`src/rtl/lr35902_dbg_uart_tx_if.sv`:
```
// Byte-write and serial-line signals of the debug UART transmitter.
// master = debug controller / host side, slave = transmitter.
interface lr35902_dbg_uart_tx_if;
  logic [7:0] data;
  logic       wr;
  logic       full;
  logic       empty;
  logic       busy;
  logic       ovf;
  logic       rts;
  logic       tx;

  modport master (
    output data, wr, rts,
    input  full, empty, busy, ovf, tx
  );

  modport slave (
    input  data, wr, rts,
    output full, empty, busy, ovf, tx
  );
endinterface

```
`src/rtl/lr35902_dbg_uart_tx.sv`:
```
// Debug-link 8N1 transmitter: write-to-start-bit 1 cycle when idle, 10*CLK_DIV cycles per frame.
// No write backpressure: writes into a full FIFO are dropped and flagged on sticky ovf; frame starts wait on rts.
module lr35902_dbg_uart_tx #(
  parameter int CLK_DIV = 16,
  parameter int FIFO_AW = 2
) (
  input  logic                 uart_clk,
  input  logic                 reset,
  lr35902_dbg_uart_tx_if.slave bus
);

  localparam int DEPTH = 1 << FIFO_AW;
  localparam logic [15:0]      BAUD_MAX = 16'(CLK_DIV - 1);
  localparam logic [FIFO_AW:0] CNT_FULL = (FIFO_AW + 1)'(DEPTH);

  typedef enum logic [1:0] {IDLE, START, DATA, STOP} state_t;

  logic               rts_m;
  logic               rts_s;
  logic [7:0]         mem [DEPTH];
  logic [FIFO_AW-1:0] wptr;
  logic [FIFO_AW-1:0] rptr;
  logic [FIFO_AW:0]   cnt;
  logic               ovf_r;
  logic               full;
  logic               empty;
  logic               push;
  logic               pop;
  logic               bit_end;

  state_t             state;
  logic [7:0]         shift;
  logic [15:0]        baud;
  logic [2:0]         bit_idx;
  logic               tx_r;

  assign full    = (cnt == CNT_FULL);
  assign empty   = (cnt == '0);
  assign bit_end = (baud == 16'd0);
  assign push    = bus.wr && !full;
  // Flow control is consulted only where a frame can begin: from IDLE or at the end of a stop bit.
  assign pop     = !empty && rts_s && ((state == IDLE) || ((state == STOP) && bit_end));

  always_ff @(posedge uart_clk or negedge reset) begin
    if (!reset) begin
      rts_m <= 1'b0;
      rts_s <= 1'b0;
    end else begin
      rts_m <= bus.rts;
      rts_s <= rts_m;
    end
  end

  always_ff @(posedge uart_clk) begin
    if (push) begin
      mem[wptr] <= bus.data;
    end
  end

  always_ff @(posedge uart_clk or negedge reset) begin
    if (!reset) begin
      wptr  <= '0;
      rptr  <= '0;
      cnt   <= '0;
      ovf_r <= 1'b0;
    end else begin
      if (push) begin
        wptr <= wptr + 1'b1;
      end
      if (pop) begin
        rptr <= rptr + 1'b1;
      end
      case ({push, pop})
        2'b10:   cnt <= cnt + 1'b1;
        2'b01:   cnt <= cnt - 1'b1;
        default: cnt <= cnt;
      endcase
      if (bus.wr && full) begin
        ovf_r <= 1'b1;
      end
    end
  end

  always_ff @(posedge uart_clk or negedge reset) begin
    if (!reset) begin
      state   <= IDLE;
      shift   <= 8'h00;
      baud    <= 16'd0;
      bit_idx <= 3'd0;
      tx_r    <= 1'b1;
    end else begin
      case (state)
        IDLE: begin
          tx_r <= 1'b1;
          if (pop) begin
            shift   <= mem[rptr];
            baud    <= BAUD_MAX;
            bit_idx <= 3'd0;
            tx_r    <= 1'b0;
            state   <= START;
          end
        end
        START: begin
          if (bit_end) begin
            baud  <= BAUD_MAX;
            tx_r  <= shift[0];
            state <= DATA;
          end else begin
            baud <= baud - 1'b1;
          end
        end
        DATA: begin
          if (bit_end) begin
            baud <= BAUD_MAX;
            if (bit_idx == 3'd7) begin
              tx_r  <= 1'b1;
              state <= STOP;
            end else begin
              shift   <= shift >> 1;
              tx_r    <= shift[1];
              bit_idx <= bit_idx + 1'b1;
            end
          end else begin
            baud <= baud - 1'b1;
          end
        end
        STOP: begin
          if (bit_end) begin
            // Chain straight into the next start bit so back-to-back bytes have no idle gap.
            if (pop) begin
              shift   <= mem[rptr];
              baud    <= BAUD_MAX;
              bit_idx <= 3'd0;
              tx_r    <= 1'b0;
              state   <= START;
            end else begin
              tx_r  <= 1'b1;
              state <= IDLE;
            end
          end else begin
            baud <= baud - 1'b1;
          end
        end
        default: begin
          tx_r  <= 1'b1;
          state <= IDLE;
        end
      endcase
    end
  end

  assign bus.full  = full;
  assign bus.empty = empty;
  assign bus.busy  = (state != IDLE);
  assign bus.ovf   = ovf_r;
  assign bus.tx    = tx_r;

endmodule

```
`src/flat_wrapper.sv`:
```
// flat-port wrapper written by rule: the top's interface ports become plain ports
module lr35902_dbg_uart_tx_flat 
#(
  parameter int CLK_DIV = 16,
  parameter int FIFO_AW = 2
)
  (uart_clk, reset, bus_data, bus_wr, bus_rts, bus_full, bus_empty, bus_busy, bus_ovf, bus_tx);
  lr35902_dbg_uart_tx_if bus_i ();
  input  logic uart_clk;
  input  logic reset;
  input wire logic [$bits(bus_i.data)-1:0] bus_data;
  input wire logic [$bits(bus_i.wr)-1:0] bus_wr;
  input wire logic [$bits(bus_i.rts)-1:0] bus_rts;
  output wire logic [$bits(bus_i.full)-1:0] bus_full;
  output wire logic [$bits(bus_i.empty)-1:0] bus_empty;
  output wire logic [$bits(bus_i.busy)-1:0] bus_busy;
  output wire logic [$bits(bus_i.ovf)-1:0] bus_ovf;
  output wire logic [$bits(bus_i.tx)-1:0] bus_tx;
  assign bus_i.data = bus_data;
  assign bus_i.wr = bus_wr;
  assign bus_i.rts = bus_rts;
  assign bus_full = bus_i.full;
  assign bus_empty = bus_i.empty;
  assign bus_busy = bus_i.busy;
  assign bus_ovf = bus_i.ovf;
  assign bus_tx = bus_i.tx;
  lr35902_dbg_uart_tx #(.CLK_DIV(CLK_DIV), .FIFO_AW(FIFO_AW)) u_core (.uart_clk(uart_clk), .reset(reset), .bus(bus_i));
endmodule
```
`config.mk`:
```
export PLATFORM = sky130hd
export DESIGN_NAME = lr35902_dbg_uart_tx_flat
export DESIGN_NICKNAME = d
export VERILOG_FILES = /design/src/rtl/lr35902_dbg_uart_tx_if.sv /design/src/rtl/lr35902_dbg_uart_tx.sv /design/src/flat_wrapper.sv
export SDC_FILE = /design/constraint.sdc
export NUM_CORES = 1
export LEC_CHECK = 0
export CAP_MARGIN = 25
export CELL_PAD_IN_SITES_DETAIL_PLACEMENT = 0
export CELL_PAD_IN_SITES_GLOBAL_PLACEMENT = 1
export CORE_ASPECT_RATIO = 0.9
export CORE_MARGIN = 4
export CORE_UTILIZATION = 49
export DETAILED_ROUTE_END_ITERATION = 7
export HOLD_SLACK_MARGIN = 0.03
export PLACE_DENSITY = 0.83
export RECOVER_POWER = 25
export SETUP_SLACK_MARGIN = 0.02
export SLEW_MARGIN = 0
export SYNTH_ARGS = -nofsm -noshare
export SYNTH_HDL_FRONTEND = slang
export SYNTH_SLANG_ARGS = --single-unit
```
`constraint.sdc`:
```
create_clock -name uart_clk -period 3.25 [get_ports uart_clk]
set_input_delay 0.975 -clock uart_clk [delete_from_list [all_inputs] [get_ports uart_clk]]
set_output_delay 0.975 -clock uart_clk [all_outputs]
set_load 0.02 [all_outputs]
```
==> run metrics, run 1 <==
reg-to-reg slack, setup=0.71 ns; type of origin of the critical path=flop; Chip Height=around 89 um; post-route setup slack=about 0.43 ns; Synth async-reset ratio=0.5556; post-synthesis sequential area ratio=0.5515; Reg-to-Reg Start=u_core.baud[6]$_DFF_PN0_; routed length per placed instance=between 15 and 20 um; Worst slew margin=-0.4028; Yosys top cell by area=dfrtp_1; cell internal pwr=approximately 2.4 mW; Tmin final=~2.8 ns; die footprint=just under 9000 um^2; Initial Utilization=0.5031; Pre-antenna DRT Iters=4; Clock Latency Late Sink=0.35 ns; DRT Wirelength=6.291 mm; GRT Total Usage=0.1617; Vias/cell=5.526; Post-Syn Instances=around 290; final net count=around 340; max_cap viols=1; hold-fix buffers at CTS=0; Layout area overhead=12.69%; synth cell count leaders=39 x dfrtp_1, 37 x nand2_1, 32 x edfxtp_1; Post-DP HPWL=around 4.4 mm; Clock Sinks=72; Post-Route Skew=approximately 0.0074 ns; Crit. Startpoint=u_core.state[0]$_DFFE_PN0P_; Num CTS Buffers=9; unique cell type count in the Yosys netlist=between 50 and 60; # rows=29; Reg clk slew, reported paths=0.08 ns; total gr overflow=0; Reg2Reg Depth=10; Final TNS setup=0 ns; Tcrit/Tclk final=0.8668; Max Clk Rate=0.3550 GHz; WP data arrival=between 1.5 and 2 ns; total power=about 3.8 mW; Primary FF master, synth=dfrtp_1; Vias=approximately 2,300; Power per Cell Area=around 950 nW/um^2; Slew @ Worst Pin=2.104 ns; Post-synth EDFFs=32; CP Buf/Inv Count=3; Ports=17; total of warnings raised by yosys=0; Final Hold Fails=0; first-pass GRT wire length=11.06 mm; drt drc=0; synthesized flop and latch total=72; post-CTS setup buffer count=0; share of the synthesized area in the top cell type=0.2742; CTS tree=built; worst path required time=about 2.3 ns; Clock Path Buffers=2; max-slew violation count=about 40; violated checks=capacitance limit, slew limit; layout cells sized above 1=0.1447; r2r endpoint=u_core.cnt[2]$_DFFE_PN0P_; number of global-route vias before repair=roughly 2,200; VDD IR max=approximately 0.44 mV; Logic pwr share=0.428; largest net degree at the start of global routing=between 40 and 50; clock share of power=0.190; worst setup path end=bus_busy; Crit. path cell count=4; Cell Area, Synth=3560 um^2; initial antenna violation count=0; htree depth=3; NetSw=1.467 mW; CORE AREA=around 7000 um^2; post-synthesis area per instance=between 10 and 15 um^2; Post-Syn Nets=319; drt first-iter violations=around 120; top cells by area, synth=dfrtp_1 27%, edfxtp_1 27%, ha_1 5.3%; ANT nets after route=0; Fin Hold WS=~0.36 ns; gpl congestion=slightly below 0.8; Resized Gates After CTS=0; # setup viols final=0; Die X=97.85 um; min-delay worst type=reg2reg; critical path's slowest cell=clkdlybuf4s50_1; family with the most delay on the worst path=buffers and inverters; slowest stage delay, CP=around 0.61 ns; run status=finished with violations; Port Buf Inserts=16; critical path class=reg2out; CTS root buf=clkbuf_8; critical path endpoint category=primary output; most frequent cell after synthesis=dfrtp_1; Sequential Power Share=0.382; unrepaired setup endpoints after global routing=no; Final Util=0.5669; Cell Chain, Critical Path=inv_1, ha_1, inv_1, clkdlybuf4s50_1; Switching Fraction=0.3840; leakage=about 1.7 nW; antenna cells=0; Place WS=0.5679 ns; Worst Path Max Fanout=5; most common cell type on the critical path=inv_1
-- worst min path at each step --
stage / startpoint / end / slack (ns) / depth (start not counted)
floorplan: u_core.rts_m$_DFF_PN0_ / u_core.rts_s$_DFF_PN0_ / 0.33 / 0
global placement: u_core.rts_m$_DFF_PN0_ / u_core.rts_s$_DFF_PN0_ / 0.33 / 0
detailed placement: u_core.rts_m$_DFF_PN0_ / u_core.rts_s$_DFF_PN0_ / 0.34 / 0
CTS: u_core.rts_m$_DFF_PN0_ / u_core.rts_s$_DFF_PN0_ / 0.36 / 0
global route: u_core.rts_m$_DFF_PN0_ / u_core.rts_s$_DFF_PN0_ / 0.37 / 0
finish: u_core.rts_m$_DFF_PN0_ / u_core.rts_s$_DFF_PN0_ / 0.36 / 0
-- per-stage QoR --
step | area, um^2 | std cells
after floorplan | 3560 | 291
after global placement | 3812 | 395
after detailed placement | 3812 | 395
after CTS | 4013 | 411
after global routing | 4011 | 411
final | 4011 | 411
-- power by group through the flow --
stage	logic, mW	registers [mW]	clock network [mW]
2_1_floorplan	1.33	1.38	0
3_3_place_gp	1.62	1.47	0
3_5_place_dp	1.65	1.48	0
4_1_cts	1.65	1.46	0.743
5_1_grt	1.85	1.51	0.783
6_report	1.64	1.46	0.724
-- logic make-up after synthesis --
group / share of synthesized area
XOR/XNOR: 0.01968
AO/OA/AOI/OAI: 0.1216
buffers and inverters: 0.02741
AND/OR/NAND/NOR: 0.1381
adder cells (fa/ha/maj): 0.05835
multiplexers: 0.08330
flip-flops: 0.5515
-- routing by layer --
| metal | track usage | wire length [um] |
|---|---|---|
| met5 | 0 | 0 |
| met4 | 0.04906 | 44 |
| met3 | 0.04255 | 256 |
| met2 | 0.2447 | 2795 |
| met1 | 0.2313 | 3194 |
-- cell usage in the layout (no fill, tap or decap), types with 2 or more instances in the layout --
master           instances
inv_6                    4
xor2_1                   3
buf_4                    3
a21oi_1                 10
clkinv_1                 2
or2_2                    3
a21o_1                   7
clkdlybuf4s50_1          5
o21ai_0                 13
ha_1                    15
and3_1                   2
nand2b_1                 2
dfrtp_1                 39
o2bb2ai_1                2
nor2_1                  16
o31ai_1                  2
nor3_1                  11
nand2_1                 37
mux4_2                   8
nor2b_1                  2
xnor2_1                  5
edfxtp_1                32
dlygate4sd3_1           10
mux2_4                   7
o31a_1                   2
nand4_1                  2
a31oi_4                  2
o22a_1                   3
clkbuf_8                 9
and2_1                   5
nor4_1                   3
a22o_2                   2
inv_1                   14
a211o_1                  4
or3_1                    5
nand3_1                  4
-- state kept, by name, indices dropped and copies added, names as in the netlist, 2 cells and up --
signal and count:
u_core.baud 16, u_core.bit_idx 3, u_core.cnt 3, u_core.mem 32, u_core.rptr 2, u_core.shift 8, u_core.state 2, u_core.wptr 2
-- area by class of cell --
type	count	area (um^2)
Multi-Input combinational cell	196	1499
Tap cell	93	116.4
Clock buffer	9	123.9
Inverter	15	56.30
Clock inverter	7	76.32
Fill cell	598	3064
Timing Repair Buffer	19	176.4
Sequential cell	72	1963
Note: power is estimated with default switching activity, not from simulation.
==> run 2, diff against run 1 <==
Settings changed: ABC_AREA set to 1, CORE_UTILIZATION 49 to 47, PLACE_DENSITY 0.83 to 0.84, SLEW_MARGIN 0 to 25.
==> run 2 against run 1 <==
  * The flow still finishes with violations (capacitance limit, slew limit)
  * Critical path depth unchanged
  * Die area up 7.3%
  * Register-to-register slack better by 0.16 ns
  * Setup slack better by 0.026 ns
==> run metrics, run 2 <==
max_cap viols=1 (unchanged); Worst slew margin=-0.4264 (-0.02365); reg-to-reg slack, setup=0.87 ns (+0.16 ns); Reg2Reg Depth=14 (+4); Vias=2,616 (+15%); Tmin final=2.792 ns (-0.02550 ns); largest net degree at the start of global routing=41 (unchanged); final net count=448 (+31%); # setup viols final=0 (unchanged); Post-Syn Nets=429 (+34%); synth cell count leaders=103 x nand2_1, 56 x nand3_1, 39 x dfrtp_1; CTS tree=built; min-delay worst type=reg2reg; slowest stage delay, CP=0.60 ns (about the same); CTS root buf=clkbuf_8; run status=finished with violations; drt drc=0 (unchanged); commonest non-fill, non-tap cells in the layout=103 x nand2_1, 56 x nand3_1, 39 x dfrtp_1, 36 x inv_1, 32 x edfxtp_1; routed length per placed instance=13.50 um (-12%); violated checks=capacitance limit, slew limit; share of the synthesized area in the top cell type=0.2647 (-0.009489); register name with the most flops=u_core.mem; Reg-to-Reg Start=u_core.baud[0]$_DFF_PN0_; first-pass GRT wire length=12.34 mm (+12%); max FFs per register=32 (unchanged); post-CTS setup buffer count=0 (unchanged); antenna cells=0 (unchanged); Die X=101.4 um (+3.6%); hold-fix buffers at CTS=0 (unchanged); synthesized flop and latch total=72 (unchanged); leading cell type in the layout, fill and taps excluded=nand2_1; Resized Gates After CTS=0 (unchanged); biggest regs=u_core.mem (32), u_core.baud (16), u_core.shift (8); Hold Crit Start=u_core.rts_m$_DFF_PN0_; worst path required time=2.27 ns (about the same); gpl congestion=0.8050 (+3.9%); drt first-iter violations=122 (-1.6%); Reg clk slew, reported paths=0.08 ns (about the same); Clock Latency Late Sink=0.35 ns (about the same); total of warnings raised by yosys=0 (unchanged); Power per Cell Area=1061 nW/um^2 (+11%); Post-Route Skew=0.008901 ns (+0.001536 ns); number of global-route vias before repair=2,588 (+15%); unrepaired setup endpoints after global routing=no; Clock Path Buffers=2 (unchanged); type of origin of the critical path=flop; worst setup path end=bus_busy; total gr overflow=0 (unchanged); Initial Utilization=0.4863 (-0.01679); initial antenna violation count=0 (unchanged); Primary FF master, synth=dfrtp_1; r2r endpoint=u_core.cnt[2]$_DFFE_PN0P_; max-slew violation count=41 (unchanged); Final TNS setup=0 ns (unchanged); Clock Sinks=72 (unchanged); Final Hold Fails=0 (unchanged); Worst Path Max Fanout=6 (+1); final-layout fill cell count=701 (+17%); family with the most delay on the worst path=buffers and inverters; Cell Area, Synth=3687 um^2 (+3.6%); Tcrit/Tclk final=0.8589 (-0.007847); Num CTS Buffers=9 (unchanged); ANT nets after route=0 (unchanged); Vias/cell=5.021 (-9.1%); # rows=30 (+3.4%); VDD IR max=0.3946 mV (-10%); critical path's slowest cell=clkdlybuf4s50_1; Ports=17 (unchanged); most common cell type on the critical path=inv_1; Layout area overhead=11.88%; Max Clk Rate=0.3582 GHz (+0.91%); Crit. path cell count=4 (unchanged); Pre-antenna DRT Iters=4 (unchanged); WP data arrival=1.82 ns (-0.02 ns); Yosys top cell by area=dfrtp_1; DRT Wirelength=7.031 mm (+12%); most frequent cell after synthesis=nand2_1; Crit. Startpoint=u_core.state[0]$_DFFE_PN0P_; post-synthesis area per instance=9.195 um^2 (-25%); GRT Total Usage=0.1681 (+0.006368); critical path endpoint category=primary output; CP Buf/Inv Count=3 (unchanged); CORE AREA=7582 um^2 (+7.2%); htree depth=3 (unchanged); Post-synth EDFFs=32 (unchanged); leakage=1.892 nW (+11%); top cells by area, synth=dfrtp_1 26%, edfxtp_1 26%, nand2_1 10%; Chip Height=92.03 um (+3.6%); post-route cell area=4125 um^2 (+2.8%); dpl cell area=3918 um^2 (+2.8%); Slew @ Worst Pin=2.140 ns (+0.03548 ns); layout cells sized above 1=0.1106 (-0.03407); die footprint=9329 um^2 (+7.3%); Port Buf Inserts=16 (unchanged); Cell Chain, Critical Path=inv_1, ha_1, inv_1, clkdlybuf4s50_1; Post-Syn Instances=401 (+38%); unique cell type count in the Yosys netlist=35 (-35%); critical path class=reg2out; Post-DP HPWL=4.800 mm (+10%); post-synthesis sequential area ratio=0.5324 (-0.01909); Synth async-reset ratio=0.5556 (unchanged)
==> run 2: routing by layer <==
layer	track usage	vias up	routed length [um]
met5	0	-	0
met4	0.06645	0	124
met3	0.03346	11	325
met2	0.2435	51	3031
met1	0.2467	1207	3550
li1	-	1347	-
==> run 2: layout make-up <==
type / instances / area, um^2 / share of cell area
well taps: 96 / 120.1 / 0.02912
flip-flops and latches: 72 / 1963 / 0.4759
inverters: 41 / 153.9 / 0.03731
clock buffers: 9 / 123.9 / 0.03003
clock inverters: 7 / 85.08 / 0.02062
repair buffers: 22 / 198.9 / 0.04823
multi-input cells: 274 / 1480 / 0.3588
==> run 2: worst min-delay path by stage <==
stage	end	slack, ns	depth (start not counted)
floorplan	u_core.rts_s$_DFF_PN0_	0.33	0
CTS	u_core.rts_s$_DFF_PN0_	0.36	0
global placement	u_core.rts_s$_DFF_PN0_	0.33	0
detailed placement	u_core.rts_s$_DFF_PN0_	0.34	0
global route	u_core.rts_s$_DFF_PN0_	0.38	0
finish	u_core.rts_s$_DFF_PN0_	0.36	0
==> run 2: through the flow <==
stage	total power, mW	utilization	std cells	hold WS (ns)	setup WS (ns)
global placement	3.612	0.5167	505	0.3325	0.5094
finish	4.376	0.5441	521	0.3597	0.4585
detailed placement	3.658	0.5167	505	0.3402	0.4390
CTS	4.422	0.5442	521	0.3597	0.4568
global route	4.814	0.5441	521	0.3782	0.2928
floorplan	3.184	-	401	0.3312	0.9933
==> run 2: logic make-up after synthesis <==
| kind of cell | after synthesis | synth area share |
|---|---|---|
| flops | 72 | 0.5324 |
| compound gates | 41 | 0.06346 |
| simple gates | 202 | 0.2460 |
| xor+xnor | 15 | 0.03563 |
| buf+inv | 55 | 0.06617 |
| fa+ha+maj | 16 | 0.05633 |
==> run 2: worst register-to-register path, cell delays in order (launching register included) <==
cell and delay (ns):
dfrtp_1 0.40, inv_1 0.12, ha_1 0.19, nand2_1 0.07, nor2_2 0.13, nand3_1 0.12, nand2_2 0.09, nand2_2 0.08
inv_2 0.07, ha_1 0.14, inv_1 0.07, fa_1 0.38, a21oi_1 0.14, o21ai_0 0.12, xor2_1 0.15
==> run 2: power by group <==
part           switching (mW)  leakage (nW)  total, mW  internal, mW
Clock                   0.377         0.100      0.747         0.370
Sequential              0.243         0.797       1.51          1.26
Combinational            1.38         0.994       2.12         0.744
